**src/rtl/bd_tag_merge_pkg.sv**
```systemverilog
// BDTagMergePkg: widths, leaf code, source indices and word types shared by the tag merge block.
package BDTagMergePkg;
    localparam int NBDdata_out = 34;
    localparam int Nglobal = 12;
    localparam int Ntag = 11;
    localparam int Nct = 9;
    localparam int Ncount = 16;
    localparam int Nleaf = 4;
    localparam int Nword = NBDdata_out + Nleaf;
    localparam logic [Nleaf-1:0] INPUT_TAGS_code = 4'd2;

    typedef enum logic [1:0] {SRC_OTHER, SRC_TAG, SRC_GLOBAL} src_e;

    typedef struct packed {
        logic [NBDdata_out-1:0] payload;
        logic [Nleaf-1:0]       leaf_code;
    } word_t;

    typedef struct packed {
        logic global_en;
    } merge_conf_t;

    function automatic logic [1:0] wrap3(input logic [2:0] x);
        return (x >= 3'd3) ? 2'(x - 3'd3) : x[1:0];
    endfunction
endpackage

```
**src/rtl/bd_tag_merge_if.sv**
```systemverilog
// bd_tag_merge_if: valid/ack channel carrying a W-bit word.
interface bd_tag_merge_if #(parameter int W = 1);
    logic [W-1:0] d;
    logic         v;
    logic         a;
    modport master(output d, output v, input a);
    modport slave(input d, input v, output a);
endinterface

```
**src/rtl/bd_word_fifo2.sv**
```systemverilog
// bd_word_fifo2: 2-entry valid/ack word FIFO with a registered head; push is refused only when full.
module bd_word_fifo2
    import BDTagMergePkg::*;
(
    input  logic clk,
    input  logic rst_n,
    input  logic push_i,
    input  word_t din_i,
    output logic full_o,
    bd_tag_merge_if.master out_o
);
    word_t head_q, head_d, tail_q, tail_d;
    logic [1:0] cnt_q, cnt_d;
    logic push, pop;

    always_comb begin
        push = push_i & (cnt_q != 2'd2);
        pop = out_o.v & out_o.a;
        cnt_d = cnt_q + 2'(push) - 2'(pop);
        head_d = head_q;
        tail_d = tail_q;
        // Popping a single entry while pushing lets the new word go straight to the head.
        if (pop) head_d = cnt_q[1] ? tail_q : din_i;
        else if (push && cnt_q == 2'd0) head_d = din_i;
        if (push && !pop && cnt_q == 2'd1) tail_d = din_i;
    end

    always_ff @(posedge clk or negedge rst_n)
        if (!rst_n) cnt_q <= '0;
        else cnt_q <= cnt_d;

    always_ff @(posedge clk) begin
        head_q <= head_d;
        tail_q <= tail_d;
    end

    assign full_o = cnt_q[1];
    assign out_o.v = (cnt_q != 2'd0);
    assign out_o.d = head_q;
endmodule

```
**src/rtl/bd_tag_merge.sv**
```systemverilog
// bd_tag_merge: round-robin merge of local tags, router global tags and other BD words into one stream.
module bd_tag_merge
    import BDTagMergePkg::*;
(
    input  logic clk,
    input  logic reset,
    bd_tag_merge_if.slave  tag_in,
    bd_tag_merge_if.slave  global_tag_in,
    bd_tag_merge_if.slave  other_in,
    bd_tag_merge_if.master BD_out,
    input  merge_conf_t conf,
    output logic [Ncount-1:0] tags_merged,
    output logic [Ncount-1:0] globals_dropped
);
    logic [1:0] ptr_q, ptr_d, idx;
    logic [2:0] req;
    logic [Ntag+Nct-1:0] tct;
    logic [Ncount-1:0] tm_q, tm_d, gd_q, gd_d;
    logic any, push, full, run, tag_hit, drop;
    src_e sel;
    word_t din, tag_word;

    always_comb begin
        run = reset;
        req = {conf.global_en & global_tag_in.v, tag_in.v, other_in.v};
        sel = SRC_OTHER;
        any = 1'b0;
        idx = '0;
        // Scan from furthest to nearest so the first requester at or after ptr wins.
        for (int i = 2; i >= 0; i--) begin
            idx = wrap3({1'b0, ptr_q} + 3'(i));
            if (req[idx]) begin
                sel = src_e'(idx);
                any = 1'b1;
            end
        end
        push = run & any & ~full;
        other_in.a = push & (sel == SRC_OTHER);
        tag_in.a = push & (sel == SRC_TAG);
        global_tag_in.a = run & (conf.global_en ? push & (sel == SRC_GLOBAL) : global_tag_in.v);
        ptr_d = push ? wrap3({1'b0, sel} + 3'd1) : ptr_q;
        tct = (sel == SRC_TAG) ? tag_in.d : global_tag_in.d[Ntag+Nct-1:0];
        tag_word.payload = NBDdata_out'(tct);
        tag_word.leaf_code = INPUT_TAGS_code;
        din = (sel == SRC_OTHER) ? word_t'(other_in.d) : tag_word;
        tag_hit = tag_in.a | (global_tag_in.a & conf.global_en);
        drop = global_tag_in.a & ~conf.global_en;
        tm_d = (tag_hit && tm_q != '1) ? tm_q + Ncount'(1) : tm_q;
        gd_d = (drop && gd_q != '1) ? gd_q + Ncount'(1) : gd_q;
    end

    always_ff @(posedge clk or negedge reset)
        if (!reset) begin
            ptr_q <= '0;
            tm_q <= '0;
            gd_q <= '0;
        end else begin
            ptr_q <= ptr_d;
            tm_q <= tm_d;
            gd_q <= gd_d;
        end

    bd_word_fifo2 u_fifo (
        .clk(clk),
        .rst_n(reset),
        .push_i(push),
        .din_i(din),
        .full_o(full),
        .out_o(BD_out)
    );

    assign tags_merged = tm_q;
    assign globals_dropped = gd_q;
endmodule

```
**src/flat_wrapper.sv**
```systemverilog
// flat-port wrapper written by rule: the top's interface ports become plain ports
module bd_tag_merge_flat import BDTagMergePkg::*;
  (clk, reset, conf, tags_merged, globals_dropped, tag_in_d, tag_in_v, tag_in_a, global_tag_in_d, global_tag_in_v, global_tag_in_a, other_in_d, other_in_v, other_in_a, BD_out_d, BD_out_v, BD_out_a);
  bd_tag_merge_if #(.W(Ntag+Nct)) tag_in_i ();
  bd_tag_merge_if #(.W(Nglobal+Ntag+Nct)) global_tag_in_i ();
  bd_tag_merge_if #(.W(Nword)) other_in_i ();
  bd_tag_merge_if #(.W(Nword)) BD_out_i ();
  input  logic clk;
  input  logic reset;
  input  merge_conf_t conf;
  output logic [Ncount-1:0] tags_merged;
  output logic [Ncount-1:0] globals_dropped;
  input wire logic [$bits(tag_in_i.d)-1:0] tag_in_d;
  input wire logic [$bits(tag_in_i.v)-1:0] tag_in_v;
  output wire logic [$bits(tag_in_i.a)-1:0] tag_in_a;
  input wire logic [$bits(global_tag_in_i.d)-1:0] global_tag_in_d;
  input wire logic [$bits(global_tag_in_i.v)-1:0] global_tag_in_v;
  output wire logic [$bits(global_tag_in_i.a)-1:0] global_tag_in_a;
  input wire logic [$bits(other_in_i.d)-1:0] other_in_d;
  input wire logic [$bits(other_in_i.v)-1:0] other_in_v;
  output wire logic [$bits(other_in_i.a)-1:0] other_in_a;
  output wire logic [$bits(BD_out_i.d)-1:0] BD_out_d;
  output wire logic [$bits(BD_out_i.v)-1:0] BD_out_v;
  input wire logic [$bits(BD_out_i.a)-1:0] BD_out_a;
  assign tag_in_i.d = tag_in_d;
  assign tag_in_i.v = tag_in_v;
  assign tag_in_a = tag_in_i.a;
  assign global_tag_in_i.d = global_tag_in_d;
  assign global_tag_in_i.v = global_tag_in_v;
  assign global_tag_in_a = global_tag_in_i.a;
  assign other_in_i.d = other_in_d;
  assign other_in_i.v = other_in_v;
  assign other_in_a = other_in_i.a;
  assign BD_out_d = BD_out_i.d;
  assign BD_out_v = BD_out_i.v;
  assign BD_out_i.a = BD_out_a;
  bd_tag_merge u_core (.clk(clk), .reset(reset), .tag_in(tag_in_i), .global_tag_in(global_tag_in_i), .other_in(other_in_i), .BD_out(BD_out_i), .conf(conf), .tags_merged(tags_merged), .globals_dropped(globals_dropped));
endmodule
```
**config.mk**
```make
export PLATFORM = sky130hd
export DESIGN_NAME = bd_tag_merge_flat
export DESIGN_NICKNAME = d
export VERILOG_FILES = /design/src/rtl/bd_tag_merge_pkg.sv /design/src/rtl/bd_tag_merge_if.sv /design/src/rtl/bd_word_fifo2.sv /design/src/rtl/bd_tag_merge.sv /design/src/flat_wrapper.sv
export SDC_FILE = /design/constraint.sdc
export NUM_CORES = 1
export LEC_CHECK = 0
export CAP_MARGIN = 5
export CORE_MARGIN = 8
export CORE_UTILIZATION = 60
export DETAILED_ROUTE_END_ITERATION = 12
export DONT_BUFFER_PORTS = 1
export PLACE_DENSITY = 0.76
export SLEW_MARGIN = 0
export SYNTH_ARGS = -nofsm -noshare
export SYNTH_HDL_FRONTEND = slang
export SYNTH_SLANG_ARGS = --single-unit
```
**constraint.sdc**
```tcl
create_clock -name clk -period 6.5 [get_ports clk]
set_input_delay 1.95 -clock clk [delete_from_list [all_inputs] [get_ports clk]]
set_output_delay 1.95 -clock clk [all_outputs]
set_load 0.02 [all_outputs]
```
After elaboration in Yosys (flattened, before gate mapping):

Cells that the tools add are included.

* multiplexer cells: 22
* equal/unequal tests: 6
* reductions and logical operators: 10
* add/sub/neg operators: 11
* magnitude comparators: 7
* bitwise operators: 14

Operators with widths (number)
* 38-bit 2-to-1 mux: 4
* 16-bit by 1-bit adder with 16-bit output, second input constant: 2
* 16-bit != test, second input constant: 2
* 20-bit 2-to-1 mux: 1
* 2-bit 2-to-1 mux: 7
* 1-bit AND: 11
* 3-bit by 2-bit >= comparator with 1-bit output, second input constant: 3
* 2-bit by 3-bit < comparator with 1-bit output, second input constant: 3
* 2-bit subtractor, second input constant: 4
* 1-bit 2-to-1 mux: 7
* 2-bit by 1-bit adder with 3-bit output, second input constant: 2
* 1-bit binary-select mux with 2-bit select: 3
* 1-bit logical AND: 5
* 2-bit by 1-bit equality test with 1-bit output, second input constant: 2
* 2-bit logical NOT: 2
* 2-bit nonzero test: 2
* 2-bit by 2-bit adder with 3-bit output, second input constant: 1
* 2-bit by 1-bit adder with 2-bit output: 1
* 2-bit equality test, second input constant: 1
* 2-bit >= comparator, second input constant: 1
* 2-bit != test, second input constant: 1
* 1-bit inverter: 2
* 2-bit by 1-bit subtractor with 2-bit output: 1
* 1-bit logical NOT: 1
* 1-bit OR: 1

* register bits: 112
* word-level logic and storage cells: 78
* output and inout bits: 74
* bits of input ports: 97

Logic depth before layout (Yosys ltp):

Gate-level depths: netlist of run 1.

* word-level depth: 16
* mapped depth: 15
* gate-level depth less buffers: 13

Modules after synthesis:

Synthesis of run 1 repeated with hierarchy kept, for this count alone.

* cells, all modules: 408
* area total of the unflattened synthesis: 5421.4 um2

Modules (own cells, without submodules)
* bd_word_fifo2: cells an instance 132, times used 1, area an instance 2970.3 um2
* bd_tag_merge: cells an instance 276, times used 1, area an instance 2451.1 um2

Least setup slack after synthesis of run 1:

Ideal clock, no wire load.

* kind: input to register
* start point: input port conf
* end point: register u_core.u_fifo.head_q (netlist bit u_core.u_fifo.out_o.d[0]), enable pin
* path slack: 561 ps
* path buffers: 0
* data arrival time: 5453 ps
* stages: 5
* data required time: 6014 ps
* setup time: 486 ps
* cell sequence: nand2_1 o22ai_1 a211oi_2 or2_2 o21ai_0

* longest elaborated chain between the ends: 11
* elaborated cells between the ends (all ways): 15
* classes of those cells: mux: 9; bitwise: 4; reduce/logical: 2

RTL lines
* start: declaration: RTL line flat_wrapper.sv:10 `input merge_conf_t conf;`
* 1-bit AND (*): RTL line bd_tag_merge.sv:25 `req = {conf.global_en & global_tag_in.v, tag_in.v, other_in.v};`
* 1-bit binary-select mux with 2-bit select: RTL line bd_tag_merge.sv:32 `if (req[idx]) begin`
* 1-bit 2-to-1 mux (not written as such): RTL line bd_tag_merge.sv:32
* 1-bit 2-to-1 mux (2 in a row): RTL line bd_tag_merge.sv:32
* 1-bit 2-to-1 mux (*): RTL line bd_tag_merge.sv:32
* 1-bit AND (*) (2 in a row): RTL line bd_tag_merge.sv:37 `push = run & any & ~full;`
* 1-bit AND (*): RTL line bd_word_fifo2.sv:17 `push = push_i & (cnt_q != 2'd2);`
* 1-bit logical AND (*): RTL line bd_word_fifo2.sv:24 `else if (push && cnt_q == 2'd0) head_d = din_i;`
* 2-bit nonzero test (no line) (*)
* end signal: assignment: RTL line bd_word_fifo2.sv:33 `head_q <= head_d;`
* end: declaration: RTL line bd_word_fifo2.sv:12 `word_t head_q, head_d, tail_q, tail_d;`

Every way passes the cells marked *; elsewhere a longest branch is shown, timed or not. The select of a mux whose other input is x is not followed.
A chain may end at the register's enable or synchronous reset.

Final worst setup path of run 1:

* start point: input port conf
* end point: output port global_tag_in_a

* longest elaborated chain between the ends: 11
* elaborated cells between the ends (all ways): 19
* classes of those cells: eq/ne: 1; mux: 13; bitwise: 5

RTL lines
* 1-bit AND: RTL line bd_tag_merge.sv:25
* 1-bit binary-select mux with 2-bit select: RTL line bd_tag_merge.sv:32
* 1-bit 2-to-1 mux (not written as such): RTL line bd_tag_merge.sv:32
* 1-bit 2-to-1 mux (3 in a row): RTL line bd_tag_merge.sv:32
* 1-bit AND (2 in a row): RTL line bd_tag_merge.sv:37
* 1-bit AND: RTL line bd_tag_merge.sv:40 `global_tag_in.a = run & (conf.global_en ? push & (sel == SRC_GLOBAL) : global_tag_in.v);`
* 1-bit 2-to-1 mux (*): RTL line bd_tag_merge.sv:40
* 1-bit AND (*): RTL line bd_tag_merge.sv:40
* end: declaration: RTL line flat_wrapper.sv:18 `output wire logic [$bits(global_tag_in_i.a)-1:0] global_tag_in_a;`

Marked as above.

==> flow_summary_export.csv, run 1 <==
group,metric,value,unit
run_status,status,"finished, final reports clean",
finish,antennaDiodeCount,0,
global_route,grt_antenna_before_repair,0,
timing,slew_viol_final,0,
critical_path,arrival,3.54,ns
floorplanning,fp.dieW,110.2,um
route,viasPerCell,5.974,
global_route,use_met2,29.58,%
route,drt-total-wl,10860,um
global_route,grt_pass1_wl,16280,um
clock_tree,ctsHoldBuffers,0,
power_and_ir_drop,leakage,2.210,nW
floorplanning,start_util,61.38,%
place,gp_congestion,0.7872,
synth,synth_edf_count,76,
synth,syn-num-nets,527,
synth,synthArstFlopShare,32.14,%
global_route,grt_overflow,0,
critical_path,ff2ff_path_depth,14,
synth,ys_warn_count,0,
timing,timing.fmax,182.2,MHz
timing,tns,0,ns
route,antenna_left,0,
floorplanning,die_h,110.2,um
timing,max_slew_margin,40.81,%
min_path,hold_depth,1,
critical_path,r2r_end,"u_core.tags_merged[11]$_DFFE_PN0P_",
critical_path,path_max_fanout,7,
route,routedWlPerCell,20.46,um
finish,syn2layout_area_growth,5.896,%
clock_tree,cts_resized,0,
finish,final_common_cell,"edfxtp_1",
synth,synth_flop_cell,"edfxtp_1",
run,cap_violations,0,
clock_tree,ctsHtreeMaxLevel,3,
power_and_ir_drop,total_power,0.002877,W
synth,avgSynthCellArea,12.71,um2
critical_path,start_kind,"primary input",
global_route,grt_start_max_net_pins,59,
global_route,grt_pass1_vias,3351,
synth,syn_inst,419,
finish,final.fill_count,654,
floorplanning,rows,34,
critical_path,worst-setup-path-type,"primary input to output pin",
min_path,whs_endpoint,"u_core.u_fifo.out_o.d[4]$_DFFE_PP_",
critical_path,worstPathRequired,4.55,ns
finish,most-common-layout-cells,"76 x edfxtp_1, 42 x mux2_2, 40 x nand2_1",
route,drt_pass1_iterations,4,
route,num_vias,3172,
clock_tree,ctsLongestPathBuffers,2,
place,portBuffers,0,
clock_tree,insertion_delay,0.36,ns
timing,rsz0062_at_grt,"no",
power_and_ir_drop,powerDensity,510.1,nW/um2
timing,clock_skew,0.01158,ns
clock_tree,cts-root-buf,"clkbuf_8",
clock_tree,cts_sinks,112,
global_route,grt-busiest-layer,"met2",
place,hpwl,8080,um
synth,ys_ff_latch,112,
clock_tree,cts_tree,"built",
global_route,grtUsageMet1,19.87,%
clock_tree,cts-buffers-inserted,9,
route,route.detailed.drc,0,
floorplanning,ioPinCount,171,
finish,layoutNonFillerInstCount,531,
critical_path,r2r-start,"u_core.ptr_q[0]$_DFFE_PN0N_",
min_path,hp-start,"u_core.u_fifo.tail_q[4]$_DFFE_PP_",
synth,netlist_area,5326,um2
finish,layout-drive-gt1-share,17.26,%
timing,min_period,5.488,ns
global_route,grt_use_total,17.42,%
finish,fin_nets,526,
place,place_inst,515,
clock_tree,clk_pin_slew,0.10,ns
timing,hold_violations,0,
timing,worstMarginPinSlew,0.8879,ns
synth,ys_seq_area_share,59.76,%
route,drtIter0Drc,150,
timing,fin_crit_sh,84.43,%
global_route,use_met3,6.977,%
floorplanning,die-area,12150,um2
clock_tree,cts_setup_buffers,0,
timing,setup_viol,0,
power_and_ir_drop,ir_worst_vdd,298.1,uV
floorplanning,core,8678,um2
critical_path,worst-r2r-setup-slack,2.81,ns
critical_path,end_kind,"output pin",
synth,synth_cell_type_count,43,
critical_path,cp-startpoint,"conf",
min_path,hp-class,"flip-flop to flip-flop",
[logic make-up after synthesis]
logic type / share of synthesized area, %
flip-flops: 59.76
adder cells (fa/ha/maj): 2.584
XOR/XNOR: 4.933
multiplexers: 13.20
AO/OA/AOI/OAI: 4.369
AND/OR/NAND/NOR: 12.99
buffers and inverters: 2.161
[cells in the mapped netlist, types with 3 or more instances]
| library cell | count | area, um2 |
|---|---|---|
| or3_1 | 3 | 18.77 |
| xor2_1 | 20 | 175.2 |
| xnor2_1 | 10 | 87.58 |
| nand2b_1 | 3 | 18.77 |
| ha_1 | 11 | 137.6 |
| dfrtp_1 | 36 | 900.9 |
| nor3_1 | 15 | 75.07 |
| inv_1 | 13 | 48.80 |
| nand2_1 | 40 | 150.1 |
| nor2_1 | 13 | 48.80 |
| and2_1 | 21 | 131.4 |
| a31oi_1 | 3 | 18.77 |
| and3_1 | 4 | 25.02 |
| nor4_1 | 5 | 31.28 |
| o21ai_0 | 23 | 115.1 |
| buf_1 | 3 | 11.26 |
| mux2_2 | 42 | 473.0 |
| nand3_1 | 10 | 50.05 |
| nand4_1 | 5 | 31.28 |
| mux2i_1 | 23 | 230.2 |
| clkbuf_1 | 11 | 41.29 |
| edfxtp_1 | 76 | 2282 |
[registers in the layout, indices dropped and copies added (netlist names)]
| register | flops |
|---|---|
| u_core.globals_dropped | 16 |
| u_core.tags_merged | 16 |
| u_core.u_fifo.out_o.d | 38 |
| u_core.u_fifo.cnt_q | 2 |
| u_core.ptr_q | 2 |
| u_core.u_fifo.tail_q | 38 |
[routing by layer]
layer  wire (um)  part of all wire [%]  up-vias
met1        4082                    38     1525
met5           0                     0        -
met4         131                   1.2        0
li1            -                     -     1522
met3        1096                    10        8
met2        5552                    51      117
[power breakdown]
part	internal (W)	switching (W)
logic	0.000431	0.000592
clock network	0.000180	0.000227
registers	0.00112	0.000330
[how the worst max path moves through the flow]
stage | endpoint | slack (ns) | depth (start not counted)
floorplan | u_core.u_fifo.out_o.d[0]$_DFFE_PP_ | 0.56 | 5
global placement | global_tag_in_a | 1.06 | 9
detailed placement | global_tag_in_a | 1.02 | 8
CTS | global_tag_in_a | 1.01 | 8
global route | global_tag_in_a | 0.80 | 9
finish | global_tag_in_a | 1.01 | 8
[critical path, cell delays in order]
cell     delay (ns)
nand2_1        0.07
o22ai_1        0.30
a21oi_1        0.12
o22ai_1        0.29
ha_1           0.24
nand2_1        0.06
o32ai_1        0.21
and2_1         0.29
[per-stage QoR]
| stage | worst slack (ns) | util, % | instance area, um2 | hold WS, ns |
|---|---|---|---|---|
| after detailed placement | 1.020 | 62.75 | 5445 | 0.5330 |
| after global placement | 1.057 | 62.75 | 5445 | 0.5272 |
| after floorplan | 0.5609 | - | 5326 | 0.4957 |
| after CTS | 1.006 | 64.99 | 5640 | 0.5560 |
| after global routing | 0.7957 | 64.99 | 5640 | 0.5652 |
| final | 1.012 | 64.99 | 5640 | 0.5566 |
[area by class of cell]
cell class / instances / area, um2 / share of cell area [%]
clock buffer: 10 / 127.6 / 2.263
multi-input combinational: 277 / 2044 / 36.25
clock inverter: 6 / 67.56 / 1.198
tap: 108 / 135.1 / 2.396
inverter: 14 / 52.55 / 0.9317
sequential: 112 / 3183 / 56.43
timing repair buffer: 4 / 30.03 / 0.5324
Note: power is estimated with default switching activity, not from simulation.
==> inputs of run 2 (changes only) <==
- clock period: 6.5 -> 5.5 ns (I/O delays scaled with it)
==> run 2 against run 1 <==
  * Non-clock buffer count unchanged
  * Die area unchanged
  * Critical path type unchanged
  * Utilization down 0.12 points
  * Sequential power up 18%
  * Largest cell class unchanged
==> flow_summary_export.csv, run 2 (synthesis gave the netlist of run 1 again) <==
group,metric,value,unit
timing,hold_slack,0.5508,ns
power_and_ir_drop,power.internal,0.002040,W
run_status,status,"finished, final reports clean",
min_path,hp-class,"flip-flop to flip-flop",
critical_path,worst-setup-path-type,"primary input to output pin",
floorplanning,start_util,61.38,%
power_and_ir_drop,p_seq_share,50.4,%
clock_tree,cts_tree,"built",
place,gp_congestion,0.7861,
route,drtIter0Drc,200,
timing,max_slew_margin,40.46,%
finish,layout-drive-gt1-share,17.06,%
timing,clock_skew,0.01163,ns
route,num_vias,3201,
route,route.detailed.drc,0,
critical_path,end_kind,"output pin",
route,routedWlPerCell,20.85,um
floorplanning,ioPinCount,171,
critical_path,start_kind,"primary input",
power_and_ir_drop,netSwitchingPower,0.001356,W
timing,tns,0,ns
place,portBuffers,0,
clock_tree,cts_setup_buffers,0,
clock_tree,cts_resized,0,
clock_tree,ctsHtreeMaxLevel,3,
critical_path,path_max_fanout,4,
power_and_ir_drop,pwr-share-comb,35.7,%
power_and_ir_drop,ir_worst_vdd,392.9,uV
finish,most-common-layout-cells,"76 x edfxtp_1, 42 x mux2_2, 40 x nand2_1",
power_and_ir_drop,leakage,2.202,nW
floorplanning,core,8678,um2
timing,slew_viol_final,0,
floorplanning,rows,34,
power_and_ir_drop,clkPwrFrac,13.9,%
critical_path,worstPathRequired,3.85,ns
finish,final.fill_count,647,
clock_tree,ctsHoldBuffers,0,
place,placed_area,5445,um2
finish,antennaDiodeCount,0,
finish,syn2layout_area_growth,5.708,%
clock_tree,cts-buffers-inserted,9,
global_route,grt_use_total,18.22,%
timing,worstMarginPinSlew,0.8931,ns
route,antenna_left,0,
clock_tree,insertion_delay,0.36,ns
critical_path,arrival,3.21,ns
clock_tree,cts_sinks,112,
place,hpwl,8124,um
finish,regArea,3183,um2
finish,fin_nets,526,
timing,hold_violations,0,
global_route,grt_overflow,0,
floorplanning,fp.dieW,110.2,um
timing,setup_viol,0,
power_and_ir_drop,sw_frac_of_total,39.94,%
global_route,grt_pass1_vias,3417,
clock_tree,cts-root-buf,"clkbuf_8",
route,drt_pass1_iterations,5,
place,pre_cts_ws,0.6350,ns
run,cap_violations,0,
timing,worst_slack,0.6404,ns
clock_tree,clk_pin_slew,0.10,ns
finish,final_common_cell,"edfxtp_1",
finish,multi_input_area,2044,um2
timing,min_period,4.860,ns
power_and_ir_drop,powerDensity,603.2,nW/um2
global_route,grt_antenna_before_repair,0,
global_route,grt_pass1_wl,17080,um
clock_tree,ctsLongestPathBuffers,2,
route,drt-total-wl,11050,um
route,viasPerCell,6.040,
timing,fin_crit_sh,88.36,%
global_route,grt_start_max_net_pins,59,
finish,final_area,5630,um2
finish,utilization,64.88,%
floorplanning,die-area,12150,um2
timing,timing.fmax,205.8,MHz
floorplanning,die_h,110.2,um
timing,rsz0062_at_grt,"no",
## run 2: worst paths after layout
check                                                         from                                  end  slack [ns]  cells after the start
worst min register to register  u_core.u_fifo.tail_q[11]$_DFFE_PP_  u_core.u_fifo.out_o.d[11]$_DFFE_PP_        0.55                      1
max in group asynchronous                                    reset          u_core.ptr_q[0]$_DFFE_PN0N_        4.44                      0
worst max register to register         u_core.ptr_q[0]$_DFFE_PN0N_   u_core.tags_merged[11]$_DFFE_PN0P_        1.83                     14
worst min-delay path            u_core.u_fifo.tail_q[11]$_DFFE_PP_  u_core.u_fifo.out_o.d[11]$_DFFE_PP_        0.55                      1
worst max-delay path                                      tag_in_v                      global_tag_in_a        0.64                      9
min in group asynchronous                                    reset   u_core.tags_merged[10]$_DFFE_PN0P_        0.97                      0
## run 2: per-layer routing
metal | track usage, % | routed length [um] | vias up
met3 | 6.744 | 1087 | 10
met1 | 20.35 | 4131 | 1548
met2 | 32.11 | 5736 | 133
met4 | 4.853 | 93 | 0
met5 | 0 | 0 | -
li1 | - | - | 1510
## run 2: layout make-up
type / instances / area share [%]
sequential: 112 / 56.53
multi-input combinational: 277 / 36.31
tap: 108 / 2.400
clock buffer: 10 / 2.267
clock inverter: 5 / 1.022
inverter: 14 / 0.9333
timing repair buffer: 4 / 0.5333
## run 2: through the flow
step | power, W | instances
finish | 0.003396 | 530
CTS | 0.003443 | 530
detailed placement | 0.002969 | 515
floorplan | 0.002648 | 419
global route | 0.003635 | 530
global placement | 0.002899 | 515
## run 2: critical path: stages
cell and delay, ns:
mux2i_1 0.15, o22ai_1 0.15, a31oi_1 0.16, a21oi_1 0.06, o22ai_1 0.28, ha_1 0.23, nand2_1 0.06, o32ai_1 0.19
and2_1 0.29
## run 2: power groups by stage
stage               clock network (W)  registers (W)  logic, W
floorplan                           0        0.00167  0.000973
global placement                    0        0.00173   0.00117
detailed placement                  0        0.00174   0.00122
CTS                          0.000485        0.00173   0.00123
global route                 0.000515        0.00175   0.00137
finish                       0.000472        0.00171   0.00121
==> inputs of run 3 (changes only) <==
- clock period: 5.5 -> 5.4 ns (I/O delays scaled with it)
==> run 3 against run 2 <==
  * Final cell count increased by 0.19%
  * Register-to-register slack lost 0.06 ns
  * Utilization shrank 0.072 points
  * Global-route usage fell by 1.0 points
  * First-iteration DRC count shrank 50%
  * Design area is 0.11% lower
  * Clock power fell by 3%
  * Die area did not move
  * Total power up 0.83%
  * Clock skew up 0.0036 ns
  * Non-clock buffer count is the same
  * Worst hold slack worse by 0.0036 ns
==> flow_summary_export.csv, run 3 (synthesis gave the netlist of run 1 again) <==
group,metric,value,unit
finish,syn2layout_area_growth,5.591,%
critical_path,worstPathRequired,3.78,ns
critical_path,r2r-start,"u_core.ptr_q[0]$_DFFE_PN0N_",
finish,antennaDiodeCount,0,
power_and_ir_drop,p_seq_share,50.8,%
power_and_ir_drop,powerDensity,608.9,nW/um2
critical_path,start_kind,"primary input",
global_route,grt_use_total,17.21,%
finish,most-common-layout-cells,"76 x edfxtp_1, 42 x mux2_2, 40 x nand2_1",
power_and_ir_drop,netSwitchingPower,0.001385,W
clock_tree,cts-buffers-inserted,9,
global_route,grt_start_max_net_pins,59,
floorplanning,start_util,61.38,%
min_path,hold_depth,1,
clock_tree,clk_pin_slew,0.11,ns
place,hpwl,7918,um
global_route,grt_pass1_wl,16290,um
route,wl_met1,4200,um
place,portBuffers,0,
run,cap_violations,0,
clock_tree,cts_tree,"built",
route,route.detailed.drc,0,
critical_path,r2r_end,"u_core.tags_merged[11]$_DFFE_PN0P_",
timing,fin_crit_sh,88.84,%
power_and_ir_drop,clkPwrFrac,13.3,%
critical_path,worst-setup-path-type,"primary input to output pin",
floorplanning,fp.dieW,110.2,um
timing,clock_skew,0.01524,ns
critical_path,arrival,3.18,ns
timing,setup_viol,0,
timing,timing.fmax,208.4,MHz
route,drtIter0Drc,101,
timing,rsz0062_at_grt,"no",
place,gp_congestion,0.7895,
timing,tns,0,ns
route,wl_met3,993,um
power_and_ir_drop,pwr-share-comb,35.9,%
min_path,hp-class,"flip-flop to flip-flop",
clock_tree,insertion_delay,0.36,ns
finish,final_common_cell,"edfxtp_1",
floorplanning,die_h,110.2,um
route,dr_wl_met2,5483,um
floorplanning,rows,34,
clock_tree,ctsHtreeMaxLevel,3,
clock_tree,ctsHoldBuffers,0,
route,highest_layer,"met4",
floorplanning,core,8678,um2
timing,max_slew_margin,40.51,%
timing,hold_violations,0,
global_route,grt_antenna_before_repair,0,
global_route,grt_pass1_vias,3271,
finish,final.fill_count,669,
clock_tree,cts_sinks,112,
power_and_ir_drop,ir_worst_vdd,308.7,uV
route,routedWlPerCell,20.31,um
clock_tree,cts_resized,0,
power_and_ir_drop,power.internal,0.002039,W
critical_path,worst-r2r-setup-slack,1.77,ns
global_route,grt_overflow,0,
timing,slew_viol_final,0,
timing,hold_slack,0.5472,ns
min_path,hp-start,"u_core.u_fifo.tail_q[26]$_DFFE_PP_",
floorplanning,die-area,12150,um2
clock_tree,cts_setup_buffers,0,
run_status,status,"finished, final reports clean",
clock_tree,ctsLongestPathBuffers,2,
floorplanning,ioPinCount,171,
route,antenna_left,0,
route,drt_pass1_iterations,4,
critical_path,path_max_fanout,4,
critical_path,ff2ff_path_depth,14,
route,num_vias,3214,
power_and_ir_drop,sw_frac_of_total,40.45,%
power_and_ir_drop,leakage,2.204,nW
clock_tree,cts-root-buf,"clkbuf_8",
finish,fin_nets,526,
timing,min_period,4.797,ns
route,drt-total-wl,10790,um
finish,layout-drive-gt1-share,17.26,%
critical_path,end_kind,"output pin",
timing,worstMarginPinSlew,0.8924,ns
route,viasPerCell,6.053,
min_path,whs_endpoint,"u_core.u_fifo.out_o.d[26]$_DFFE_PP_",
[run 3: changes by cell type in the layout (fill, tap and decap cells not counted)]
cell        change
clkinv_1        +1
clkinvlp_4      -1
bufinv_16       -1
inv_8           +2
clkbuf_1        -1
clkinv_4        +1
[run 3: cell type report]
| cell class | instances | area, um2 | share of cell area, % |
|---|---|---|---|
| tap | 108 | 135.1 | 2.403 |
| inverter | 14 | 52.55 | 0.9344 |
| timing repair buffer | 4 | 30.03 | 0.5339 |
| multi-input combinational | 277 | 2044 | 36.35 |
| clock inverter | 7 | 55.05 | 0.9789 |
| clock buffer | 9 | 123.9 | 2.202 |
| sequential | 112 | 3183 | 56.60 |
[run 3: worst max-delay path by stage]
stage | start | slack, ns | end
2_1_floorplan | conf | 0.44 | tag_in_a
3_3_place_gp | tag_in_v | 0.61 | global_tag_in_a
3_5_place_dp | tag_in_v | 0.61 | global_tag_in_a
4_1_cts | tag_in_v | 0.60 | global_tag_in_a
5_1_grt | tag_in_v | 0.38 | global_tag_in_a
6_report | tag_in_v | 0.60 | global_tag_in_a
[run 3: worst max-delay path, cell delays in order]
cell	delay, ns
mux2i_1	0.13
o22ai_1	0.14
a31oi_1	0.16
a21oi_1	0.06
o22ai_1	0.28
ha_1	0.23
nand2_1	0.06
o32ai_1	0.21
and2_1	0.29
[run 3: routing by layer]
metal  track usage (%)  vias to the layer above
met2             30.35                      117
met5                 0                        -
met1             19.56                     1569
met4             4.472                        0
li1                  -                     1520
met3             5.872                        8
[run 3: per-stage QoR]
step	std cells	setup slack, ns	cell area, um2	utilization, %	power, W
after floorplan	419	0.4374	5326	-	0.002697
after global routing	531	0.3798	5624	64.81	0.003657
final	531	0.6025	5624	64.81	0.003425
after detailed placement	515	0.6115	5445	62.75	0.003019
after CTS	531	0.6013	5624	64.81	0.003481
after global placement	515	0.6103	5445	62.75	0.002950
[run 3: power by group through the flow]
stage	Clock, W	Sequential (W)	Combinational (W)
after floorplan	0	0.00171	0.000991
after global placement	0	0.00176	0.00119
after detailed placement	0	0.00177	0.00125
after CTS	0.000474	0.00175	0.00125
after global routing	0.000503	0.00178	0.00138
final	0.000457	0.00174	0.00123
==> patch, RTL diff (config.mk and constraints of run 3) <==
The package constant `Ntag` goes from 11 to 22.
--- a/src/rtl/bd_tag_merge_pkg.sv
+++ b/src/rtl/bd_tag_merge_pkg.sv
@@ -2,7 +2,7 @@
 package BDTagMergePkg;
     localparam int NBDdata_out = 34;
     localparam int Nglobal = 12;
-    localparam int Ntag = 11;
+    localparam int Ntag = 22;
     localparam int Nct = 9;
     localparam int Ncount = 16;
     localparam int Nleaf = 4;
Interface: changed (resized global_tag_in_d and tag_in_d); port bits go from 171 to 193. No check against the original RTL was run, so the function may have changed too.
==> patch against run 3 <==
Register-to-register slack lost 0.34 ns. Area after synthesis grew 4.8%. Largest power group unchanged. Cell area grew 4.3%. Total power grew 7.6%. Setup slack lost 0.28 ns. Sequential cell count is the same. Wire length grew 9.3%. Core utilization shrank 0.73 points.
==> patch: results (changes against run 3) <==
Parameter                              Value

Outcome
  Run status ... completed

Route
  Highest signal layer in the routed design ... met5
  Initial DRC count ... 233 (+130%)
  Sum of routed wire segments on met1 ... 4670 µm (+11%)
  1st-pass router iterations ... 4 (unchanged)
  WL per Instance ... 21.4 µm (+5.2%)
  Routed wire length on met2 ... 5910 µm (+7.8%)
  Via count normalized by instance count ... 6.17 (+1.9%)
  Met3 layer wire length in the routed design ... 1050 µm (+5.8%)

Power and ir drop
  Static Leak ... 2.27 nW (+3.1%)
  Worst ir drop on vdd ... 0.382 mV (+24%)
  Cell internal power dissipation ... 2.14 mW (+5.1%)

Global routing
  Pin count of the biggest net entering global routing ... 70 (+19%)
  Vias in the first global route ... 3,392 (+3.7%)
  Number of antenna violations at the first check in global routing ... 1 (+1)
  First-pass GRT wire length ... 18,100 µm (+11%)
  Global router's overall resource usage ... 0.180 (+0.00810)

Synthesis
  Cell types with the highest counts after synthesis ... 76 x edfxtp_1, 49 x nand2_1, 42 x mux2_2, 36 x dfrtp_1
  Number of enable flip-flop cells after synthesis ... 76 (unchanged)
  Yosys warnings ... 0 (unchanged)
  Top cells by area, synth ... edfxtp_1 41%, dfrtp_1 16%, mux2_2 8.5%, mux2i_1 5.9%, nand2_1 3.3%
  Leading register cell type out of synthesis ... edfxtp_1
  Async set or reset register ratio after synthesis ... 0.321 (unchanged)
  Post-synthesis sequential area ratio ... 0.570 (-0.0272)
  Synth unique cells ... 50 (+16%)

Timing
  Tightest slew margin relative to the limit ... 0.383 (-0.0219)
  Post-Route Skew ... 0.0123 ns (-0.00297 ns)

Final layout
  Number of diodes ... 0 (unchanged)
  Ratio of cells with drive above 1 in the final layout ... 0.188 (+0.0156)
  Number of nets in the finished design ... 566 (+7.6%)

Setup path
  Arrival time of the worst setup path ... 3.45 ns (+0.27 ns)
  R2R depth ... 13 (-1)
  Largest delay contributor family on the critical path ... compound AO/OA/AOI/OAI gates
  Stage delay of the slowest cell on the critical path ... 0.33 ns (+0.04 ns)
  Slowest CP cell ... mux2i_1
  Highest fanout seen on the critical path ... 8 (+4)

Flow run
  Max-cap violations ... 0 (unchanged)

Placement
  Post-detail-place hpwl ... 8420 µm (+6.3%)
  Routability congestion estimate ... 0.823 (+4.2%)
  IO buf count ... 0 (unchanged)

CTS
  CTS clk-pin slew, worst paths ... 0.12 ns
  Clock latency on the worst-skew pair ... 0.37 ns
  Clock tree buffer depth ... 2 (unchanged)
  # resized after CTS ... 0 (unchanged)
  Root buffer selected by CTS ... clkbuf_8
  Post-CTS setup buffer count ... 0 (unchanged)
  H-tree levels ... 3 (unchanged)
  Num CTS Buffers ... 9 (unchanged)

Hold path
  Hold crit path type ... flop to flop
  Worst hold path cell count ... 1 (unchanged)
[patch: final timing paths]
check	endpoint	slack [ns]	from
min in group asynchronous	u_core.tags_merged[0]$_DFFE_PN0P_	0.92	reset
setup reg to reg	u_core.tags_merged[9]$_DFFE_PN0P_	1.43	u_core.ptr_q[0]$_DFFE_PN0N_
setup / recovery	global_tag_in_a	0.33	conf
max in group asynchronous	u_core.globals_dropped[9]$_DFFE_PN0P_	4.37	reset
hold reg to reg	u_core.u_fifo.out_o.d[23]$_DFFE_PP_	0.56	u_core.u_fifo.tail_q[23]$_DFFE_PP_
hold / removal	u_core.u_fifo.out_o.d[23]$_DFFE_PP_	0.56	u_core.u_fifo.tail_q[23]$_DFFE_PP_
[patch: layer usage]
layer | vias to the layer above | track usage
li1 | 1612 | -
met1 | 1641 | 0.206
met2 | 137 | 0.307
met3 | 14 | 0.0628
met4 | 2 | 0.0656
met5 | - | 0
[patch: worst register-to-register path: cells and delay by family, from the launching register on]
| kind | cells | cell delay [ns] |
|---|---|---|
| buf+inv | 2 | 0.55 |
| simple gates | 3 | 1.03 |
| flops | 1 | 0.42 |
| compound gates | 4 | 0.95 |
| mux | 1 | 0.16 |
| fa+ha+maj | 2 | 0.63 |
| xor+xnor | 1 | 0.17 |
[patch: kinds of logic (layout without fill, tap and decap cells)]
group                      after synthesis  after routing  share of synthesized area
DFF                                    112            112                      0.570
AOI/OAI and AO/OA                       49             49                     0.0543
xor gates and xnor gates                31             31                     0.0487
muxes                                   77             77                      0.149
and+or+nand+nor                        129            129                      0.126
adders and majority gates               11             11                     0.0247
buffers and inverters                   32             32                     0.0267
[patch: layout make-up]
class	instances	area, µm²
Clock buffer	9	124
Tap cell	111	139
Sequential cell	112	3180
Clock inverter	7	72.6
Timing Repair Buffer	5	37.5
Multi-Input combinational cell	297	2270
Fill cell	688	3290
Inverter	11	41.3
[patch: power groups by stage]
stage | logic [mW] | registers (mW) | clock network (mW)
floorplan | 1.19 | 1.72 | 0
global placement | 1.39 | 1.79 | 0
detailed placement | 1.44 | 1.79 | 0
CTS | 1.45 | 1.77 | 0.506
global route | 1.60 | 1.79 | 0.533
finish | 1.43 | 1.76 | 0.492
[patch: metrics by stage]
stage	cell area, µm²	setup slack, ns	std cells
3_5_place_dp	5670	0.371	536
4_1_cts	5860	0.359	552
3_3_place_gp	5670	0.432	536
2_1_floorplan	5580	0.450	441
6_report	5860	0.326	552
5_1_grt	5860	0.182	552
